--- src/rtl/seq_shift_add_multiplier.sv ---
// Sequential add/subtract-and-shift multiplier: retires one multiplier bit per clock,
// signed (two's complement) or unsigned, with start/busy/done handshake and live A/B/X views.
module seq_shift_add_multiplier #(
    parameter int unsigned WIDTH = 8
) (
    input  logic                 Clk,
    input  logic                 Reset,
    input  logic                 start,
    input  logic                 signed_mode,
    input  logic [WIDTH-1:0]     multiplicand,
    input  logic [WIDTH-1:0]     multiplier,
    output logic                 busy,
    output logic                 done,
    output logic [2*WIDTH-1:0]   product,
    output logic [WIDTH-1:0]     a_val,
    output logic [WIDTH-1:0]     b_val,
    output logic                 x_val
);

    localparam int unsigned CNT_W = $clog2(WIDTH) + 1;
    localparam int unsigned SUM_W = WIDTH + 1;

    typedef enum logic {
        IDLE = 1'b0,
        RUN  = 1'b1
    } state_t;

    state_t             state_q, state_d;
    logic [WIDTH-1:0]   a_q, b_q, m_q;
    logic               x_q, mode_q;
    logic [CNT_W-1:0]   cnt_q;

    logic               load_c, step_c, last_c;
    logic [SUM_W-1:0]   ext_a_c, ext_m_c, sum_c, xa_c;
    logic [WIDTH-1:0]   a_shift_c, b_shift_c;

    assign last_c = (cnt_q == CNT_W'(WIDTH - 1));

    // Add (or subtract on the signed sign-bit step), then shift {X,A,B} right by one.
    always_comb begin
        ext_a_c = {mode_q & a_q[WIDTH-1], a_q};
        ext_m_c = {mode_q & m_q[WIDTH-1], m_q};
        if (mode_q && last_c) begin
            sum_c = ext_a_c + ~ext_m_c + SUM_W'(1);
        end else begin
            sum_c = ext_a_c + ext_m_c;
        end
        xa_c      = b_q[0] ? sum_c : {x_q, a_q};
        a_shift_c = {xa_c[WIDTH], xa_c[WIDTH-1:1]};
        b_shift_c = {xa_c[0], b_q[WIDTH-1:1]};
    end

    always_comb begin
        state_d = state_q;
        load_c  = 1'b0;
        step_c  = 1'b0;
        case (state_q)
            IDLE: begin
                if (start) begin
                    state_d = RUN;
                    load_c  = 1'b1;
                end
            end
            RUN: begin
                step_c = 1'b1;
                if (last_c) begin
                    state_d = IDLE;
                end
            end
            default: state_d = IDLE;
        endcase
    end

    always_ff @(posedge Clk) begin
        if (Reset) begin
            state_q <= IDLE;
        end else begin
            state_q <= state_d;
        end
    end

    // Operand capture, per-bit step and result/handshake registers.
    always_ff @(posedge Clk) begin
        if (Reset) begin
            a_q     <= '0;
            b_q     <= '0;
            m_q     <= '0;
            x_q     <= 1'b0;
            mode_q  <= 1'b0;
            cnt_q   <= '0;
            busy    <= 1'b0;
            done    <= 1'b0;
            product <= '0;
        end else begin
            busy <= (state_d == RUN);
            done <= step_c && last_c;
            if (load_c) begin
                m_q    <= multiplicand;
                b_q    <= multiplier;
                mode_q <= signed_mode;
                a_q    <= '0;
                x_q    <= 1'b0;
                cnt_q  <= '0;
            end else if (step_c) begin
                a_q   <= a_shift_c;
                b_q   <= b_shift_c;
                // Unsigned carry is consumed by the shift; signed keeps the sign bit.
                x_q   <= mode_q ? xa_c[WIDTH] : 1'b0;
                cnt_q <= cnt_q + CNT_W'(1);
                if (last_c) begin
                    product <= {a_shift_c, b_shift_c};
                end
            end
        end
    end

    assign a_val = a_q;
    assign b_val = b_q;
    assign x_val = x_q;

endmodule

--- config.mk ---
export PLATFORM = sky130hd
export DESIGN_NAME = seq_shift_add_multiplier
export DESIGN_NICKNAME = d
export VERILOG_FILES = /design/src/rtl/seq_shift_add_multiplier.sv
export SDC_FILE = /design/constraint.sdc
export NUM_CORES = 1
export LEC_CHECK = 0
export BUFFER_PORTS_ARGS = -buffer_cell sky130_fd_sc_hd__buf_4
export CELL_PAD_IN_SITES_DETAIL_PLACEMENT = 0
export CELL_PAD_IN_SITES_GLOBAL_PLACEMENT = 1
export CORE_MARGIN = 5
export CORE_UTILIZATION = 35
export DETAILED_ROUTE_END_ITERATION = 8
export GPL_TIMING_DRIVEN = 0
export HOLD_SLACK_MARGIN = 0.06
export PLACE_DENSITY = 0.7
export SLEW_MARGIN = 25
export SYNTH_ARGS = -nofsm -noshare
export SYNTH_HDL_FRONTEND = slang
export SYNTH_SLANG_ARGS = --single-unit
--- constraint.sdc ---
create_clock -name Clk -period 5.7 [get_ports Clk]
set_input_delay 0.57 -clock Clk [delete_from_list [all_inputs] [get_ports Clk]]
set_output_delay 0.57 -clock Clk [all_outputs]
set_load 0.01 [all_outputs]
After elaboration in Yosys (flattened, before gate mapping)
Index checks and enable logic that the tools add are counted.

word-level totals
  logic and storage cells = 34
  register bits after elaboration = 48
  output and inout bits = 35
  input port bits = 20

operators by class
  equal/unequal tests = 1
  reduce and logical (&&, ||, !) cells = 5
  bitwise operators = 5
  mux-type cells = 10
  add/sub/neg operators = 4

operator list
  kind                                                  number
  adder 9 bit                                           2
  2-to-1 mux 9 bit                                      2
  2-to-1 mux 8 bit                                      2
  adder 9 x 1 -> 9 bit (second input constant)          1
  inverter 9 bit                                        1
  2-to-1 mux 1 bit                                      5
  adder 4 x 1 -> 4 bit (second input constant)          1
  equality test 4 x 3 -> 1 bit (second input constant)  1
  AND reduction 3 bit                                   1
  AND 1 bit                                             2
  logical AND 1 bit                                     2
  inverter 1 bit                                        2
  case mux 1 bit (2 select lines)                       1
  nonzero test 2 bit                                    1
  OR reduction 2 bit                                    1

Longest topological paths before layout
  depth in word-level cells = 8
  depth in mapped cells = 10
  depth with buffers taken out = 10

Least setup slack after synthesis
No wires, ideal clock.

  kind = register to register
  from = reg a_q[1], in the netlist a_val[1]
  to = reg product[14]
  cell stages (with the launch flop) = 9
  setup time = 0.088 ns
  path slack = 3.503 ns
  arrival time = 2.109 ns
  buffers on the path = 0
  cells stage by stage = dfxtp_1 > ha_1 > nand2b_4 > a2111oi_2 > nor3_1 > o311ai_1 > a31o_1 > nand3_1 > a311oi_2

on the way
  word-level cells in the longest chain between the ends = 4
  elaborated cells on any way between the ends = 5

ends and longest elaborated chain
  item                    line  source
  from (decl)             29    logic [WIDTH-1:0] a_q, b_q, m_q;
  from (signal assigned)  105   a_q <= a_shift_c;
  adder 9 bit             44    sum_c = ext_a_c + ~ext_m_c + SUM_W'(1);
  adder 9 x 1 -> 9 bit    44
  2-to-1 mux 9 bit *      43    if (mode_q && last_c) begin
  2-to-1 mux 9 bit *      48    xa_c = b_q[0] ? sum_c : {x_q, a_q};
  to (signal assigned)    111   product <= {a_shift_c, b_shift_c};
  to (decl)               14    output logic [2*WIDTH-1:0] product,

Mark *: on every way between the ends. The rest lies on a longest branch, timed or not.
A chain may end at the register's enable or synchronous reset.

Worst setup path after layout
Ends and elaborated chain as after synthesis.

==> flow_metrics.py <==
metrics = {
    "hold_path": {
        "hold_class": "reg -> reg",
    },
    "placed_design": {
        "port_buffers": 54,
        "place_ws_ps": 3280,
        "gp_congestion": 0.769,
        "placed_cell_area_sq_um": 3110,
        "place_hpwl_um": 5210,
    },
    "logic_synthesis": {
        "synth_area_per_cell_sq_um": 8.23,
        "ys_types": 43,
        "syn_inst": 314,
        "async_flop_share": 0,
        "ys_ff_latch": 48,
        "synth_edf_count": 0,
        "synth_flop_cell": "dfxtp_1",
        "yosys_warnings": 0,
        "ys_seq_area_frac": 0.372,
        "synth.cell_area_sq_um": 2580,
        "synthesis.nets": 353,
    },
    "sta": {
        "slew_headroom": 0.596,
        "fmax_mhz": 411,
        "skew_ps": 11.4,
        "worst_slew_pin_slew_ps": 607,
        "rsz0062_at_grt": "false",
        "timing.final.crit_share": 0.427,
        "setup-tns-final_ps": 0,
        "maxSlewViolCount": 0,
        "report.final.setup_viol": 0,
        "setup_ws_ps": 3270,
        "finalHoldViolCount": 0,
        "finalCriticalPeriod_ps": 2430,
    },
    "global_routing": {
        "grt_overflow_total": 0,
        "grt_max_degree": 16,
        "grt_usage": 0.154,
        "grt_pass1_vias": 2174,
        "grt_pass1_wl_um": 11000,
        "antenna_found_initial": 0,
    },
    "floorplanning": {
        "ios": 55,
        "core_area_sq_um": 7210,
        "start_util": 0.358,
        "dieArea_sq_um": 9200,
        "std_cell_rows": 31,
        "die_w_um": 95.9,
        "die_h_um": 95.9,
    },
    "final_layout": {
        "layout_common_cells": "54 x buf_4, 48 x dfxtp_1, 44 x nand2_1",
        "area_growth_pct": 24.2,
        "fin_util": 0.445,
        "nets": 414,
        "stdcell_area_sq_um": 3210,
        "antenna_cells": 0,
        "final_common_cell": "buf_4",
        "drive_gt1_frac": 0.205,
    },
    "critical_path": {
        "r2r_slack_ps": 3270,
        "timing.critical_path.to_type": "flip-flop",
        "cp_data_arrival_time_ps": 2660,
        "critPathLaunchType": "flip-flop",
        "cp.required_ps": 5920,
        "critPathKind": "reg -> reg",
        "crit_fanout": 7,
    },
    "clock_tree": {
        "clock_sinks": 48,
        "insertion_delay_ps": 310,
        "cts_root_buf": "clkbuf_8",
        "cts_tree": "done",
        "clkTransAtPathRegs_ps": 90,
        "post-cts-setup-buffers": 0,
        "cts-buffers-inserted": 5,
        "ctsResizeCount": 0,
        "cts_buffer_depth": 2,
        "cts-htree-levels": 2,
        "cts_hold_repair.buffers": 0,
    },
    "pwr": {
        "p_leak_nw": 1.34,
        "power_density_nw_per_um2": 216,
        "ir_worst_vdd_v": 0.0000906,
    },
    "route": {
        "finalWirelength_um": 7000,
        "vias": 2345,
        "antenna_left": 0,
        "drtIter0Drc": 109,
        "first_pass_iters": 4,
        "wl_per_cell_um": 14.7,
        "via_per_inst": 4.94,
        "route.detailed.drc": 0,
    },
    "run_status": {
        "status": "finished clean",
    },
    "run": {
        "cap_violations": 0,
    },
}
logic make-up after synthesis:
| group | count (synthesis) | synth area share |
|---|---|---|
| simple gates | 107 | 0.191 |
| mux | 14 | 0.0542 |
| buf+inv | 37 | 0.0566 |
| flops | 48 | 0.372 |
| compound gates | 80 | 0.198 |
| fa+ha+maj | 19 | 0.0978 |
| xor+xnor | 9 | 0.0305 |
flip-flops by register name (all words and copies together), names as in the netlist:
signal   count
busy         1
done         1
mode_q       1
m_q          8
cnt_q        4
a_val        8
x_val        1
b_val        8
product     16
metrics by stage:
step,hold slack [ps],std cells,total power [mW]
5_1_grt,476,475,0.732
3_5_place_dp,450,467,0.479
6_report,460,475,0.694
2_1_floorplan,453,314,0.436
3_3_place_gp,447,467,0.478
4_1_cts,464,475,0.706
synth_stat cells, types with 4 or more instances:
| cell type | n | share of area |
|---|---|---|
| a211oi_1 | 5 | 0.015 |
| a21oi_1 | 43 | 0.083 |
| a31oi_1 | 4 | 0.0097 |
| buf_2 | 6 | 0.012 |
| clkbuf_1 | 14 | 0.020 |
| dfxtp_1 | 48 | 0.37 |
| ha_1 | 17 | 0.082 |
| inv_1 | 13 | 0.019 |
| mux2i_1 | 14 | 0.054 |
| nand2_1 | 44 | 0.064 |
| nand2b_1 | 5 | 0.012 |
| nand3b_1 | 4 | 0.012 |
| nor2_1 | 37 | 0.054 |
| o21ai_0 | 6 | 0.012 |
| xnor2_1 | 5 | 0.017 |
| xor2_1 | 4 | 0.014 |
worst max-delay path, stage by stage (launching register included):
cell and delay [ps]:
dfxtp_1 520, ha_1 300, nand2b_4 150, a2111oi_2 360, nor3_1 140, o311ai_1 310, a31o_1 190, nand3_1 130
a311oi_2 260
final timing paths:
path	startpoint	to	cells past startpoint
max	a_val[1]	product[14]	8
min	product[8]	product[8]	2
max reg2reg	a_val[1]	product[14]	8
min reg2reg	product[8]	product[8]	2
power by group:
| group | internal, mW | leakage, nW | switching, mW |
|---|---|---|---|
| clock | 0.0995 | 0.0516 | 0.124 |
| sequential | 0.346 | 0.390 | 0.0123 |
| combinational | 0.0488 | 0.902 | 0.0638 |
| total | 0.494 | 1.34 | 0.200 |
cell type report:
cell class / instances / area [sq um]
plain buffers: 21 / 86.3
clock buffers: 6 / 82.6
multi-input cells: 229 / 1480
repair buffers: 54 / 405
clock inverters: 2 / 13.8
fillers: 787 / 4000
well taps: 99 / 124
inverters: 16 / 60.1
flip-flops and latches: 48 / 961
metal layers:
layer  global-route usage  share of wire  wire length (um)  vias to the layer above
li1                     -              -                 -                     1196
met1                0.216           0.47              3310                     1093
met2                0.244           0.47              3280                       50
met3               0.0313          0.048               338                        6
met4               0.0355          0.010                70                        0
met5                    0              0                 0                        -
(Power assumes the default switching activity.)
